**src/rtl/ddr4_addr_lane_tx_ctrl.sv**
```systemverilog
`default_nettype none
// +--------------------------------------------------------------------------+
// | ddr4_addr_lane_tx_ctrl : DDR4 address-pin gearbox driver + delay stepper |
// | Revision 1.0                                                             |
// +--------------------------------------------------------------------------+
module ddr4_addr_lane_tx_ctrl #(
   parameter int LAT_MAX  = 3,
   parameter int INIT_TAP = 1,
   parameter int TAP_MAX  = 127,
   parameter int MOVE_GAP = 4
) (
   input  logic       FAB_CLK,
   input  logic       TX_SYNC_RST,
   input  logic [1:0] CA_PHASE,
   input  logic       CA_OE,
   input  logic [1:0] ADDR_LAT,
   output logic [3:0] TX_DATA_0,
   output logic [3:0] OE_DATA_0,
   input  logic       DLY_REQ,
   input  logic       DLY_LOAD,
   input  logic       DLY_DIR,
   input  logic [7:0] DLY_STEPS,
   output logic       DLY_BUSY,
   output logic       DLY_DONE,
   output logic       DLY_ERR,
   output logic [7:0] DLY_TAP,
   output logic       DELAY_LINE_MOVE_0,
   output logic       DELAY_LINE_DIRECTION_0,
   output logic       DELAY_LINE_LOAD_0,
   input  logic       DELAY_LINE_OUT_OF_RANGE_0
);

   localparam int                 c_gap_w    = (MOVE_GAP > 2) ? $clog2(MOVE_GAP) : 1;
   localparam logic [c_gap_w-1:0] c_gap_last = c_gap_w'(MOVE_GAP - 2);
   localparam logic [7:0]         c_init_tap = 8'(INIT_TAP);
   localparam logic [7:0]         c_tap_max  = 8'(TAP_MAX);

   typedef enum logic [2:0] {
      S_IDLE  = 3'd0,
      S_LOAD  = 3'd1,
      S_SETUP = 3'd2,
      S_MOVE  = 3'd3,
      S_GAP   = 3'd4,
      S_DONE  = 3'd5
   } state_t;

   // Stage 0 is pipe[0]; each entry is {oe, phase1, phase0}
   logic [LAT_MAX:0][2:0] pipe_q, pipe_d;
   logic [2:0]            pipe_sel;
   logic [3:0]            tx_data_q, tx_data_d;
   logic [3:0]            oe_data_q, oe_data_d;

   state_t               state_q, state_d;
   logic                 dir_lat_q, dir_lat_d;
   logic [7:0]           steps_q, steps_d;
   logic [7:0]           tap_q, tap_d;
   logic [c_gap_w-1:0]   gap_cnt_q, gap_cnt_d;
   logic                 move_q, move_d;
   logic                 load_q, load_d;
   logic                 dir_out_q, dir_out_d;
   logic                 busy_q, busy_d;
   logic                 done_q, done_d;
   logic                 err_q, err_d;
   logic                 oor_q, oor_d;
   logic                 at_limit;
   logic                 step_err;
   state_t               step_next;

   always_comb begin
      pipe_d[0] = {CA_OE, CA_PHASE};
      for (int k = 1; k <= LAT_MAX; k++) begin
         pipe_d[k] = pipe_q[k-1];
      end
      pipe_sel = pipe_q[LAT_MAX];
      for (int k = 0; k < LAT_MAX; k++) begin
         if (int'(ADDR_LAT) == k) begin
            pipe_sel = pipe_q[k];
         end
      end
      tx_data_d = {pipe_sel[1], pipe_sel[1], pipe_sel[0], pipe_sel[0]};
      oe_data_d = {4{pipe_sel[2]}};
   end

   // Step decision shared by SETUP and the final GAP cycle so MOVEs stay MOVE_GAP apart
   always_comb begin
      at_limit  = dir_lat_q ? (tap_q == c_tap_max) : (tap_q == 8'd0);
      step_err  = (steps_q != 8'd0) && at_limit;
      step_next = ((steps_q == 8'd0) || at_limit) ? S_DONE : S_MOVE;
   end

   always_comb begin
      state_d   = state_q;
      dir_lat_d = dir_lat_q;
      steps_d   = steps_q;
      tap_d     = tap_q;
      gap_cnt_d = gap_cnt_q;
      dir_out_d = dir_out_q;
      busy_d    = busy_q;
      err_d     = err_q;
      move_d    = 1'b0;
      load_d    = 1'b0;
      done_d    = 1'b0;
      oor_d     = DELAY_LINE_OUT_OF_RANGE_0;
      case (state_q)
         S_IDLE: begin
            if (DLY_REQ) begin
               dir_lat_d = DLY_DIR;
               dir_out_d = DLY_DIR;
               steps_d   = DLY_STEPS;
               err_d     = 1'b0;
               busy_d    = 1'b1;
               state_d   = DLY_LOAD ? S_LOAD : S_SETUP;
            end
         end
         S_LOAD: begin
            load_d  = 1'b1;
            tap_d   = c_init_tap;
            state_d = S_SETUP;
         end
         S_SETUP: begin
            dir_out_d = dir_lat_q;
            state_d   = step_next;
            if (step_err) begin
               err_d = 1'b1;
            end
         end
         S_MOVE: begin
            move_d    = 1'b1;
            tap_d     = dir_lat_q ? (tap_q + 8'd1) : (tap_q - 8'd1);
            steps_d   = steps_q - 8'd1;
            gap_cnt_d = '0;
            state_d   = S_GAP;
         end
         S_GAP: begin
            if (oor_q) begin
               tap_d   = dir_lat_q ? (tap_q - 8'd1) : (tap_q + 8'd1);
               err_d   = 1'b1;
               state_d = S_DONE;
            end else if (gap_cnt_q == c_gap_last) begin
               state_d = step_next;
               if (step_err) begin
                  err_d = 1'b1;
               end
            end else begin
               gap_cnt_d = gap_cnt_q + 1'b1;
            end
         end
         S_DONE: begin
            done_d  = 1'b1;
            busy_d  = 1'b0;
            state_d = S_IDLE;
         end
         default: begin
            state_d = S_IDLE;
         end
      endcase
   end

   always_ff @(posedge FAB_CLK) begin
      if (TX_SYNC_RST) begin
         pipe_q    <= '0;
         tx_data_q <= '0;
         oe_data_q <= '0;
         state_q   <= S_IDLE;
         dir_lat_q <= 1'b0;
         steps_q   <= '0;
         tap_q     <= c_init_tap;
         gap_cnt_q <= '0;
         move_q    <= 1'b0;
         load_q    <= 1'b0;
         dir_out_q <= 1'b0;
         busy_q    <= 1'b0;
         done_q    <= 1'b0;
         err_q     <= 1'b0;
         oor_q     <= 1'b0;
      end else begin
         pipe_q    <= pipe_d;
         tx_data_q <= tx_data_d;
         oe_data_q <= oe_data_d;
         state_q   <= state_d;
         dir_lat_q <= dir_lat_d;
         steps_q   <= steps_d;
         tap_q     <= tap_d;
         gap_cnt_q <= gap_cnt_d;
         move_q    <= move_d;
         load_q    <= load_d;
         dir_out_q <= dir_out_d;
         busy_q    <= busy_d;
         done_q    <= done_d;
         err_q     <= err_d;
         oor_q     <= oor_d;
      end
   end

   assign TX_DATA_0              = tx_data_q;
   assign OE_DATA_0              = oe_data_q;
   assign DLY_BUSY               = busy_q;
   assign DLY_DONE               = done_q;
   assign DLY_ERR                = err_q;
   assign DLY_TAP                = tap_q;
   assign DELAY_LINE_MOVE_0      = move_q;
   assign DELAY_LINE_DIRECTION_0 = dir_out_q;
   assign DELAY_LINE_LOAD_0      = load_q;

endmodule
`default_nettype wire

```
**config.mk**
```make
export PLATFORM = sky130hd
export DESIGN_NAME = ddr4_addr_lane_tx_ctrl
export DESIGN_NICKNAME = d
export VERILOG_FILES = /design/src/rtl/ddr4_addr_lane_tx_ctrl.sv
export SDC_FILE = /design/constraint.sdc
export NUM_CORES = 1
export LEC_CHECK = 0
export BUFFER_PORTS_ARGS = -buffer_cell sky130_fd_sc_hd__buf_4
export CAP_MARGIN = 5
export CORE_UTILIZATION = 35
export CTS_CLUSTER_SIZE = 10
export DETAILED_ROUTE_END_ITERATION = 10
export GPL_ROUTABILITY_DRIVEN = 0
export PLACE_DENSITY = 0.65
export SYNTH_ARGS = -nofsm -noshare
export SYNTH_HDL_FRONTEND = slang
export SYNTH_SLANG_ARGS = --single-unit
```
**constraint.sdc**
```tcl
create_clock -name FAB_CLK -period 1.75 [get_ports FAB_CLK]
set_input_delay 0.175 -clock FAB_CLK [delete_from_list [all_inputs] [get_ports FAB_CLK]]
set_output_delay 0.175 -clock FAB_CLK [all_outputs]
set_load 0.1 [all_outputs]
```
Word level (Yosys, flattened, before mapping)

Cells that the tools add are included.

Bits in registers: 45

$add $sub $neg: 4
Eq/ne operators: 14
Muxes and demuxes: 31
Reduce and logical (&&, ||, !) cells: 21

Operators with widths:

| cell                                                               | count |
|---|---|
| 8-bit two-way mux                                                  | 4 |
| 8-bit one-hot mux with 3 select lines                              | 1 |
| 3-bit two-way mux                                                  | 7 |
| 8-bit zero test                                                    | 2 |
| 8-bit one-hot mux with 2 select lines                              | 1 |
| 8-bit by 1-bit subtractor with 8-bit output, second input constant | 2 |
| 3-bit one-hot mux with 5 select lines                              | 1 |
| 2-bit AND reduction                                                | 6 |
| 1-bit two-way mux                                                  | 10 |
| 8-bit by 1-bit adder with 8-bit output, second input constant      | 1 |
| 8-bit by 7-bit == test with 1-bit output, second input constant    | 1 |
| 2-bit != test, second input constant                               | 4 |
| 2-bit nonzero test                                                 | 4 |
| 8-bit nonzero test                                                 | 1 |
| 2-bit == test, second input constant                               | 3 |
| 3-bit by 2-bit == test with 1-bit output, second input constant    | 2 |
| 3-bit == test, second input constant                               | 2 |
| 2-bit two-way mux                                                  | 3 |
| 3-bit AND reduction                                                | 2 |
| 3-bit nonzero test                                                 | 2 |
| 1-bit one-hot mux with 2 select lines                              | 2 |
| 2-bit one-hot mux with 2 select lines                              | 1 |
| 3-bit by 1-bit == test with 1-bit output, second input constant    | 1 |
| 3-bit zero test                                                    | 1 |
| other kinds (6)                                                    | 6 |

Logic depth before layout (Yosys ltp)

Gate-level depths: netlist of run 1.

Word-level depth: 7
Mapped depth: 7

Worst setup path before layout of run 1

No wires, ideal clock.

Kind: register to register
Start: register tap_q[0] (netlist: DLY_TAP[0])
End: register state_q[1]
Arrival time: 2.369 ns
Data required time: 1.636 ns
Slack: -0.734 ns
Cell stages (with the launch flop): 8
Path buffers: 0
Clock period less this slack: 2.484 ns
Cell sequence: dfxtp_1 inv_1 ha_1 or3b_1 nor4_1 o21ba_2 nand3b_1 a2111oi_0

Word-level cells in the longest chain between the ends: 7
Elaborated cells on any way between the ends: 8
Those cells by class: eq/ne: 1; mux: 5; reduce/logical: 2

RTL lines:

| item                                                                        | line | text |
|---|---|---|
| start: declaration                                                          | 56   | `logic [7:0] tap_q, tap_d;` |
| start signal: assignment                                                    | 167  | `tap_q <= c_init_tap;` |
| start signal: assignment                                                    | 183  | `tap_q <= tap_d;` |
| 8-bit by 7-bit == test with 1-bit output or 8-bit zero test (tied branches) | 86   | `at_limit = dir_lat_q ? (tap_q == c_tap_max) : (tap_q == 8'd0);` |
| 1-bit two-way mux *                                                         | 86   |  |
| 1-bit logical OR *                                                          | 88   | `step_next = ((steps_q == 8'd0) \|\| at_limit) ? S_DONE : S_MOVE;` |
| 3-bit two-way mux *                                                         | 88   |  |
| 3-bit two-way mux                                                           | 139  | `end else if (gap_cnt_q == c_gap_last) begin` |
| 3-bit two-way mux                                                           | 135  | `if (oor_q) begin` |
| 3-bit one-hot mux with 5 select lines *                                     | 104  | `case (state_q)` |
| end signal: assignment                                                      | 180  | `state_q <= state_d;` |
| end: declaration                                                            | 53   | `state_t state_q, state_d;` |

Every way passes the cells marked *; elsewhere a longest branch is shown, timed or not. The select of a mux whose other input is x is not followed.
A chain may end at the register's enable or synchronous reset.

Worst setup path in the final report of run 1

Ends and elaborated chain as after synthesis.

==> results of run 1 <==
## cells by family (layout without fill, tap and decap cells)
kind of cell,Yosys count,in the layout
buffers and inverters,31,87
AOI/OAI and AO/OA,66,66
DFF,44,44
and+or+nand+nor,107,107
xor gates and xnor gates,3,3
adders and majority gates,4,4
muxes,8,8
## flip-flops by register name (all words and copies together) (netlist names), 2 cells and up
name       flops
TX_DATA_0      2
pipe_q         3
state_q        3
DLY_TAP        8
steps_q        8
pipe_d         9
gap_cnt_q      2
## timing repair
action | in CTS | in global routing
setup buffers | 2 | 3
pin swaps | 3 | 5
resized for setup | 5 | 15
endpoints found under the setup margin | 3 | 12
cloned | 0 | 0
## stage by stage
stage / setup slack [ns] / hold slack (ns)
after floorplan: -0.1050 / 0.3032
after global placement: 0.02106 / 0.3840
after detailed placement: -0.04132 / 0.3987
after CTS: 0.002057 / 0.08581
after global routing: -0.09177 / 0.08150
final: -0.008868 / 0.09146
## placed cells by master, fill, tap and decap left out, types with 2 or more instances in the layout
cell type	netlist	routed
sky130_fd_sc_hd__a21oi_1	23	23
sky130_fd_sc_hd__nor3b_1	3	3
sky130_fd_sc_hd__dfxtp_4	0	4
sky130_fd_sc_hd__mux2i_4	2	2
sky130_fd_sc_hd__or3b_4	0	3
sky130_fd_sc_hd__nand2_1	15	15
sky130_fd_sc_hd__o2bb2ai_2	0	2
sky130_fd_sc_hd__ha_1	4	3
sky130_fd_sc_hd__mux2i_1	3	2
sky130_fd_sc_hd__mux4_2	3	3
sky130_fd_sc_hd__a22oi_1	3	3
sky130_fd_sc_hd__and3_1	3	3
sky130_fd_sc_hd__a211oi_1	5	5
sky130_fd_sc_hd__inv_1	10	8
sky130_fd_sc_hd__a311oi_1	3	3
sky130_fd_sc_hd__nor2b_1	18	18
sky130_fd_sc_hd__a21o_1	3	3
sky130_fd_sc_hd__nand2b_1	3	3
sky130_fd_sc_hd__a32oi_1	3	3
sky130_fd_sc_hd__nand3b_1	2	2
sky130_fd_sc_hd__xnor2_1	3	3
sky130_fd_sc_hd__nand3_1	9	9
sky130_fd_sc_hd__clkbuf_8	0	5
sky130_fd_sc_hd__dfxtp_1	44	34
sky130_fd_sc_hd__dfxtp_2	0	6
sky130_fd_sc_hd__a31oi_1	3	3
sky130_fd_sc_hd__nor4_1	5	3
sky130_fd_sc_hd__o22ai_1	2	2
sky130_fd_sc_hd__or2_2	4	3
sky130_fd_sc_hd__o21ai_0	11	11
sky130_fd_sc_hd__nor3_1	12	12
sky130_fd_sc_hd__nor2_1	24	24
sky130_fd_sc_hd__buf_4	6	70
## final cells by class
class / count / area share (%)
multi-input cells: 188 / 43.55
flip-flops and latches: 44 / 30.23
repair buffers: 70 / 17.59
clock buffers: 6 / 3.141
well taps: 75 / 3.141
inverters: 10 / 1.340
clock inverters: 1 / 1.005
## Yosys cell counts (3+ instances only)
cell type	number	area share, %
sky130_fd_sc_hd__and3_1	3	0.83
sky130_fd_sc_hd__nand2b_1	3	0.83
sky130_fd_sc_hd__mux2i_1	3	1.3
sky130_fd_sc_hd__a31oi_1	3	0.83
sky130_fd_sc_hd__clkbuf_1	8	1.3
sky130_fd_sc_hd__buf_2	4	0.88
sky130_fd_sc_hd__nand2_1	15	2.5
sky130_fd_sc_hd__a21oi_1	23	5.1
sky130_fd_sc_hd__o21ai_0	11	2.4
sky130_fd_sc_hd__ha_1	4	2.2
sky130_fd_sc_hd__nor2_1	24	4.0
sky130_fd_sc_hd__inv_1	10	1.7
sky130_fd_sc_hd__a21o_1	3	0.99
sky130_fd_sc_hd__nor3b_1	3	0.99
sky130_fd_sc_hd__a32oi_1	3	1.2
sky130_fd_sc_hd__nor3_1	12	2.6
sky130_fd_sc_hd__a211oi_1	5	1.7
sky130_fd_sc_hd__nand3_1	9	2.0
sky130_fd_sc_hd__a311oi_1	3	1.2
sky130_fd_sc_hd__or2_2	4	1.1
sky130_fd_sc_hd__a22oi_1	3	0.99
sky130_fd_sc_hd__dfxtp_1	44	39
sky130_fd_sc_hd__buf_4	6	2.0
sky130_fd_sc_hd__nor2b_1	18	5.0
sky130_fd_sc_hd__nor4_1	5	1.4
sky130_fd_sc_hd__or3b_1	3	1.2
sky130_fd_sc_hd__mux4_2	3	3.0
sky130_fd_sc_hd__xnor2_1	3	1.2
## where the power goes
part           internal, mW  switching, mW
Sequential             1.09         0.0775
Combinational         0.443          0.621
Clock                 0.504          0.345
## routing by layer
layer	track usage [%]	part of all wire, %	vias up	wire length (um)
met5	0	0	-	0
met4	5.862	1.2	0	63
met3	3.626	3.7	6	196
met2	25.21	48	42	2532
met1	22.22	47	967	2514
li1	-	-	1043	-
## worst paths after layout
kind / start / cells after the start / slack (ns) / endpoint
worst min-delay path: CA_PHASE[1] / 2 / 0.09 / pipe_d[4]
worst max register to register: DLY_TAP[0] / 7 / -0.009 / state_q[1]
worst min register to register: pipe_d[11] / 1 / 0.46 / pipe_q[11]
worst max-delay path: DLY_TAP[0] / 7 / -0.009 / state_q[1]
==> impl_metrics.prom, run 1 <==
# TYPE chip_impl_metric gauge
chip_impl_metric{name="port-buffer-count",unit=""} 40
chip_impl_metric{name="stdcell_count",unit=""} 394
chip_impl_metric{name="cp.buffers_inverters",unit=""} 1
chip_impl_metric{name="final_layout_size_suffix_gt1_share",unit="%"} 35.42
chip_impl_metric{name="start_util",unit="%"} 37.21
chip_impl_metric{name="number_of_routed_nets_with_antenna_violations",unit=""} 0
chip_impl_metric{name="drt_first_pass_iters",unit=""} 4
chip_impl_metric{name="static-leakage-power",unit="nW"} 1.181
chip_impl_metric{name="drv.max_cap_violation_count",unit=""} 0
chip_impl_metric{name="clock_latency",unit="ns"} 0.29
chip_impl_metric{name="die_area",unit="um2"} 6807
chip_impl_metric{name="synth-edff-count",unit=""} 0
chip_impl_metric{name="place.detailed.instances",unit=""} 382
chip_impl_metric{name="finalSetupViolations",unit=""} 1
chip_impl_metric{name="power.density",unit="nW/um2"} 1031
chip_impl_info{name="criticalPathCategory",value="reg -> reg"} 1
chip_impl_metric{name="sequential_cell_area",unit="um2"} 903.4
chip_impl_metric{name="cp_max_fo",unit=""} 4
chip_impl_metric{name="worst_pin_slew",unit="ns"} 0.5359
chip_impl_metric{name="yosys-mux-area-fraction",unit="%"} 6.288
chip_impl_info{name="synth_top_family_by_area",value="simple AND/OR/NAND/NOR gates"} 1
chip_impl_metric{name="crit_required",unit="ns"} 1.93
chip_impl_metric{name="drt-vias-per-instance",unit=""} 5.223
chip_impl_info{name="synthFlopType",value="sky130_fd_sc_hd__dfxtp_1"} 1
chip_impl_metric{name="area_of_combinational_cells_with_multiple_inputs",unit="um2"} 1301
chip_impl_metric{name="finalCoreUtilization",unit="%"} 49.01
chip_impl_metric{name="pin_count_of_the_biggest_net_entering_global_routing",unit=""} 43
chip_impl_metric{name="initial_antenna_violation_count",unit=""} 0
chip_impl_info{name="crit_path_capture_type",value="register"} 1
chip_impl_metric{name="post_synth_xor_area_fraction",unit="%"} 1.158
chip_impl_metric{name="ys_warn_count",unit=""} 0
chip_impl_metric{name="globalRoute.totalOverflow",unit=""} 0
chip_impl_metric{name="h-tree-depth",unit=""} 2
chip_impl_metric{name="wire_per_inst",unit="um"} 13.47
chip_impl_metric{name="yosysUniqueCellTypes",unit=""} 47
chip_impl_metric{name="average_cell_area_after_synthesis",unit="um2"} 8.625
chip_impl_metric{name="yosys.area_share.adder",unit="%"} 2.206
chip_impl_info{name="run_status",value="finished with violations"} 1
chip_impl_metric{name="cp_data_arrival_time",unit="ns"} 1.94
chip_impl_metric{name="finalMaxSlewViolations",unit=""} 0
chip_impl_info{name="failing_checks",value="setup timing"} 1
chip_impl_metric{name="area.growth.synth_to_final",unit="%"} 31.72
chip_impl_metric{name="async_reset_ff_share",unit="%"} 0
chip_impl_metric{name="rows",unit=""} 28
chip_impl_metric{name="synth_simple_gate_area_share",unit="%"} 25.65
chip_impl_info{name="cp_cell_sequence",value="inv_4, ha_4, or3b_4, nor4_4, o21ba_4, nand3b_1, a2111oi_2"} 1
chip_impl_metric{name="grt_pass1_vias",unit=""} 1828
chip_impl_info{name="grt_setup_unrepaired",value="yes"} 1
chip_impl_metric{name="placedInstanceArea",unit="um2"} 2748
chip_impl_metric{name="number_of_nets_in_the_layout",unit=""} 342
chip_impl_info{name="hold_path_class",value="in -> reg"} 1
chip_impl_metric{name="synth_nets",unit=""} 286
chip_impl_metric{name="cts.sink_count",unit=""} 44
chip_impl_metric{name="area_of_the_placeable_core",unit="um2"} 6096
chip_impl_metric{name="detail_route.drc_violations",unit=""} 0
chip_impl_metric{name="cts-buffers-inserted",unit=""} 5
chip_impl_metric{name="ir_drop",unit="uV"} 495.8
chip_impl_metric{name="power.total",unit="mW"} 3.080
chip_impl_info{name="root_cell_of_the_clock_tree",value="sky130_fd_sc_hd__clkbuf_8"} 1
chip_impl_info{name="cp_slowest_cell",value="sky130_fd_sc_hd__dfxtp_4"} 1
chip_impl_metric{name="finalWorstSetupSlack",unit="ns"} -0.008868
chip_impl_metric{name="layout_fillers",unit=""} 589
chip_impl_metric{name="vias",unit=""} 2058
chip_impl_metric{name="n_antenna_cell",unit=""} 0
chip_impl_metric{name="top_level_ports",unit=""} 41
chip_impl_metric{name="totalNegativeSetupSlack",unit="ns"} -0.008868
chip_impl_info{name="critical_path.startpoint_type",value="register"} 1
chip_impl_metric{name="slowest_delay",unit="ns"} 0.38
chip_impl_metric{name="post_synthesis_instance_total",unit=""} 263
chip_impl_metric{name="cts-hold-fix-buffers",unit=""} 0
chip_impl_metric{name="die_width",unit="um"} 82.51
chip_impl_metric{name="fin_crit_sh",unit="%"} 100.5
chip_impl_info{name="cts_tree",value="yes"} 1
chip_impl_metric{name="synth_seq_area_share",unit="%"} 38.83
chip_impl_metric{name="place_hpwl",unit="mm"} 3.674
chip_impl_metric{name="timing.fmax",unit="GHz"} 0.5685
chip_impl_metric{name="synth.cell_area",unit="um2"} 2268
chip_impl_metric{name="clockBufferDepth",unit=""} 2
chip_impl_metric{name="totalWireLength",unit="mm"} 5.307
chip_impl_info{name="worst_path_dominant_cell_family",value="compound AO/OA/AOI/OAI gates"} 1
chip_impl_metric{name="cts.clk_slew.worst_paths",unit="ns"} 0.08
chip_impl_metric{name="gr-usage-all-layers",unit="%"} 16.31
chip_impl_metric{name="chip_height",unit="um"} 82.51
chip_impl_metric{name="first_iter_violations",unit=""} 99
chip_impl_metric{name="yosys_register_bits",unit=""} 44
chip_impl_metric{name="timing.final.crit_period",unit="ns"} 1.759
chip_impl_metric{name="fin_area",unit="um2"} 2988
chip_impl_metric{name="grt_pass1_wl",unit="mm"} 8.424
chip_impl_metric{name="relSlewSlack",unit="%"} 63.25
chip_impl_metric{name="compound_gate_portion_of_the_synthesized_area",unit="%"} 18.86
chip_impl_metric{name="final_clock_skew",unit="ns"} 0.005507
chip_impl_metric{name="timing_hold_violations_final",unit=""} 0
Power figures use the tool's default switching activity.
==> run 2, diff against run 1 <==
--- a/config.mk
+++ b/config.mk
@@ -7,11 +7,11 @@
 export LEC_CHECK = 0
 export BUFFER_PORTS_ARGS = -buffer_cell sky130_fd_sc_hd__buf_4
 export CAP_MARGIN = 5
-export CORE_UTILIZATION = 35
+export CORE_UTILIZATION = 50
 export CTS_CLUSTER_SIZE = 10
 export DETAILED_ROUTE_END_ITERATION = 10
 export GPL_ROUTABILITY_DRIVEN = 0
-export PLACE_DENSITY = 0.65
+export PLACE_DENSITY = 0.85
 export SYNTH_ARGS = -nofsm -noshare
 export SYNTH_HDL_FRONTEND = slang
 export SYNTH_SLANG_ARGS = --single-unit
==> run 2 against run 1 <==
- the flow still finishes with violations (setup timing)
- cell area down 1.3%
- worst hold slack worse by 0.0064 ns
- first-iteration DRC count up 88%
- flip-flop and latch count unchanged
- critical path depth unchanged
- core utilization up 19 points
==> impl_metrics.prom, run 2 (synthesis gave the netlist of run 1 again) <==
# TYPE chip_impl_metric gauge
chip_impl_metric{name="n_antenna_cell",unit=""} 0
chip_impl_metric{name="drv.max_cap_violation_count",unit=""} 0
chip_impl_metric{name="timing.fmax",unit="GHz"} 0.5452
chip_impl_metric{name="placedInstanceArea",unit="um2"} 2666
chip_impl_metric{name="timing_hold_violations_final",unit=""} 0
chip_impl_metric{name="relSlewSlack",unit="%"} 57.89
chip_impl_metric{name="finalSetupViolations",unit=""} 2
chip_impl_metric{name="finalCoreUtilization",unit="%"} 67.76
chip_impl_info{name="root_cell_of_the_clock_tree",value="sky130_fd_sc_hd__clkbuf_8"} 1
chip_impl_metric{name="rows",unit=""} 24
chip_impl_metric{name="cts.clk_slew.worst_paths",unit="ns"} 0.09
chip_impl_metric{name="power.total",unit="mW"} 2.981
chip_impl_metric{name="area.growth.synth_to_final",unit="%"} 30.06
chip_impl_metric{name="detail_route.drc_violations",unit=""} 0
chip_impl_metric{name="layout_fillers",unit=""} 335
chip_impl_metric{name="worst_pin_slew",unit="ns"} 0.6140
chip_impl_metric{name="totalWireLength",unit="mm"} 6.009
chip_impl_metric{name="cp_max_fo",unit=""} 4
chip_impl_info{name="failing_checks",value="setup timing"} 1
chip_impl_metric{name="vias",unit=""} 2172
chip_impl_metric{name="die_area",unit="um2"} 4810
chip_impl_metric{name="cts-hold-fix-buffers",unit=""} 0
chip_impl_metric{name="totalNegativeSetupSlack",unit="ns"} -0.1330
chip_impl_info{name="mostFrequentLayoutCell",value="sky130_fd_sc_hd__buf_4"} 1
chip_impl_metric{name="port-buffer-count",unit=""} 40
chip_impl_metric{name="initial_antenna_violation_count",unit=""} 0
chip_impl_metric{name="drt-vias-per-instance",unit=""} 5.918
chip_impl_metric{name="slowest_delay",unit="ns"} 0.41
chip_impl_metric{name="top_level_ports",unit=""} 41
chip_impl_metric{name="clockBufferDepth",unit=""} 2
chip_impl_metric{name="gr-usage-all-layers",unit="%"} 22.43
chip_impl_metric{name="area_of_the_placeable_core",unit="um2"} 4354
chip_impl_metric{name="number_of_routed_nets_with_antenna_violations",unit=""} 0
chip_impl_metric{name="chip_height",unit="um"} 69.36
chip_impl_metric{name="start_util",unit="%"} 52.10
chip_impl_metric{name="place_ws",unit="ns"} -0.02459
chip_impl_metric{name="static-leakage-power",unit="nW"} 1.158
chip_impl_metric{name="drt_first_pass_iters",unit=""} 4
chip_impl_info{name="criticalPathCategory",value="reg -> reg"} 1
chip_impl_metric{name="timing.final.crit_period",unit="ns"} 1.834
chip_impl_metric{name="final_layout_size_suffix_gt1_share",unit="%"} 36.51
chip_impl_metric{name="number_of_nets_in_the_layout",unit=""} 337
chip_impl_info{name="grt_setup_unrepaired",value="yes"} 1
chip_impl_metric{name="clock_latency",unit="ns"} 0.30
chip_impl_metric{name="place_hpwl",unit="mm"} 3.679
chip_impl_metric{name="power.density",unit="nW/um2"} 1011
chip_impl_metric{name="finalWorstSetupSlack",unit="ns"} -0.08415
chip_impl_metric{name="globalRoute.totalOverflow",unit=""} 0
chip_impl_metric{name="wire_per_inst",unit="um"} 16.37
chip_impl_metric{name="die_width",unit="um"} 69.36
chip_impl_metric{name="grt_pass1_wl",unit="mm"} 8.859
chip_impl_metric{name="h-tree-depth",unit=""} 2
chip_impl_metric{name="largest_reg_flops",unit=""} 9
chip_impl_metric{name="ir_drop",unit="uV"} 579.7
chip_impl_metric{name="fin_crit_sh",unit="%"} 104.8
chip_impl_info{name="cts_tree",value="yes"} 1
chip_impl_metric{name="first_iter_violations",unit=""} 186
chip_impl_info{name="crit_path_capture_type",value="register"} 1
chip_impl_metric{name="area_of_combinational_cells_with_multiple_inputs",unit="um2"} 1349
chip_impl_metric{name="cts-buffers-inserted",unit=""} 5
chip_impl_metric{name="final_clock_skew",unit="ns"} 0.01465
chip_impl_metric{name="grt_pass1_vias",unit=""} 1921
chip_impl_metric{name="cts.sink_count",unit=""} 44
chip_impl_info{name="critical_path.startpoint_type",value="register"} 1
chip_impl_metric{name="crit_required",unit="ns"} 1.94
chip_impl_info{name="layout.cells.most_common_list",value="63 x sky130_fd_sc_hd__buf_4, 34 x sky130_fd_sc_hd__dfxtp_1, 24 x sky130_fd_sc_hd__nor2_1, 22 x sky130_fd_sc_hd__a21oi_1, 18 x sky130_fd_sc_hd__nor2b_1"} 1
chip_impl_metric{name="pin_count_of_the_biggest_net_entering_global_routing",unit=""} 43
chip_impl_info{name="run_status",value="finished with violations"} 1
chip_impl_metric{name="cp_data_arrival_time",unit="ns"} 2.02
chip_impl_metric{name="fin_area",unit="um2"} 2950
chip_impl_info{name="hold_path_class",value="in -> reg"} 1
chip_impl_metric{name="sequential_cell_area",unit="um2"} 900.9
chip_impl_info{name="cp_cell_sequence",value="inv_4, ha_4, or3b_4, or2_4, o2bb2ai_4, a21oi_2, a311oi_1"} 1
chip_impl_metric{name="finalMaxSlewViolations",unit=""} 0
chip_impl_info{name="cp_slowest_cell",value="sky130_fd_sc_hd__or3b_4"} 1
==> run 2: cell count changes in the layout (fill, tap and decap cells not counted), sizes merged <==
cell,delta
buf,-6
bufinv,-1
clkbuf,+1
clkinv,+1
clkinvlp,+1
==> run 2: path summary, 6_finish.rpt <==
path / from / to / slack (ns) / cells after the start
worst max-delay path: DLY_TAP[0] / DLY_TAP[6] / -0.08 / 7
worst min register to register: pipe_d[11] / pipe_q[11] / 0.47 / 1
worst min-delay path: CA_OE / pipe_d[5] / 0.09 / 2
worst max register to register: DLY_TAP[0] / DLY_TAP[6] / -0.08 / 7
==> run 2: report_power, final <==
part	switching (mW)	leakage [nW]	internal (mW)
clock	0.356	0.0523	0.365
sequential	0.0841	0.364	1.09
combinational	0.665	0.741	0.422
total	1.10	1.16	1.88
==> run 2: through the flow <==
| step | hold slack [ns] | instances |
|---|---|---|
| global placement | 0.3929 | 352 |
| floorplan | 0.3032 | 263 |
| CTS | 0.08375 | 360 |
| detailed placement | 0.3933 | 352 |
| finish | 0.08507 | 367 |
| global route | 0.09816 | 367 |
==> run 2: area by class of cell <==
class | instances | share of cell area, %
Clock inverter | 2 | 0.4241
Multi-Input combinational cell | 188 | 45.72
Sequential cell | 44 | 30.53
Inverter | 10 | 1.357
Clock buffer | 6 | 3.181
Timing Repair Buffer | 65 | 16.58
Tap cell | 52 | 2.205
==> run 2: critical path: cells and delay by family, from the launching register on <==
kind                       cells  cell delay, ns
and+or+nand+nor                2            0.67
DFF                            1            0.37
adders and majority gates      1            0.12
buffers and inverters          1            0.07
AOI/OAI and AO/OA              3            0.48
==> run 2: layer usage <==
layer / vias to the layer above / share of wire (%) / GRT usage [%]
met3: 13 / 5.2 / 3.779
met4: 0 / 2.2 / 9.297
met1: 1043 / 41 / 28.84
met5: - / 0 / 0
li1: 1035 / - / -
met2: 81 / 51 / 37.22
==> run 2: repair_timing <==
| item | CTS | global route |
|---|---|---|
| gates resized for setup | 5 | 24 |
| endpoints found under the setup margin | 3 | 10 |
| setup buffers | 0 | 7 |
| endpoints found under the hold margin | 0 | 0 |
| pin swaps | 0 | 11 |
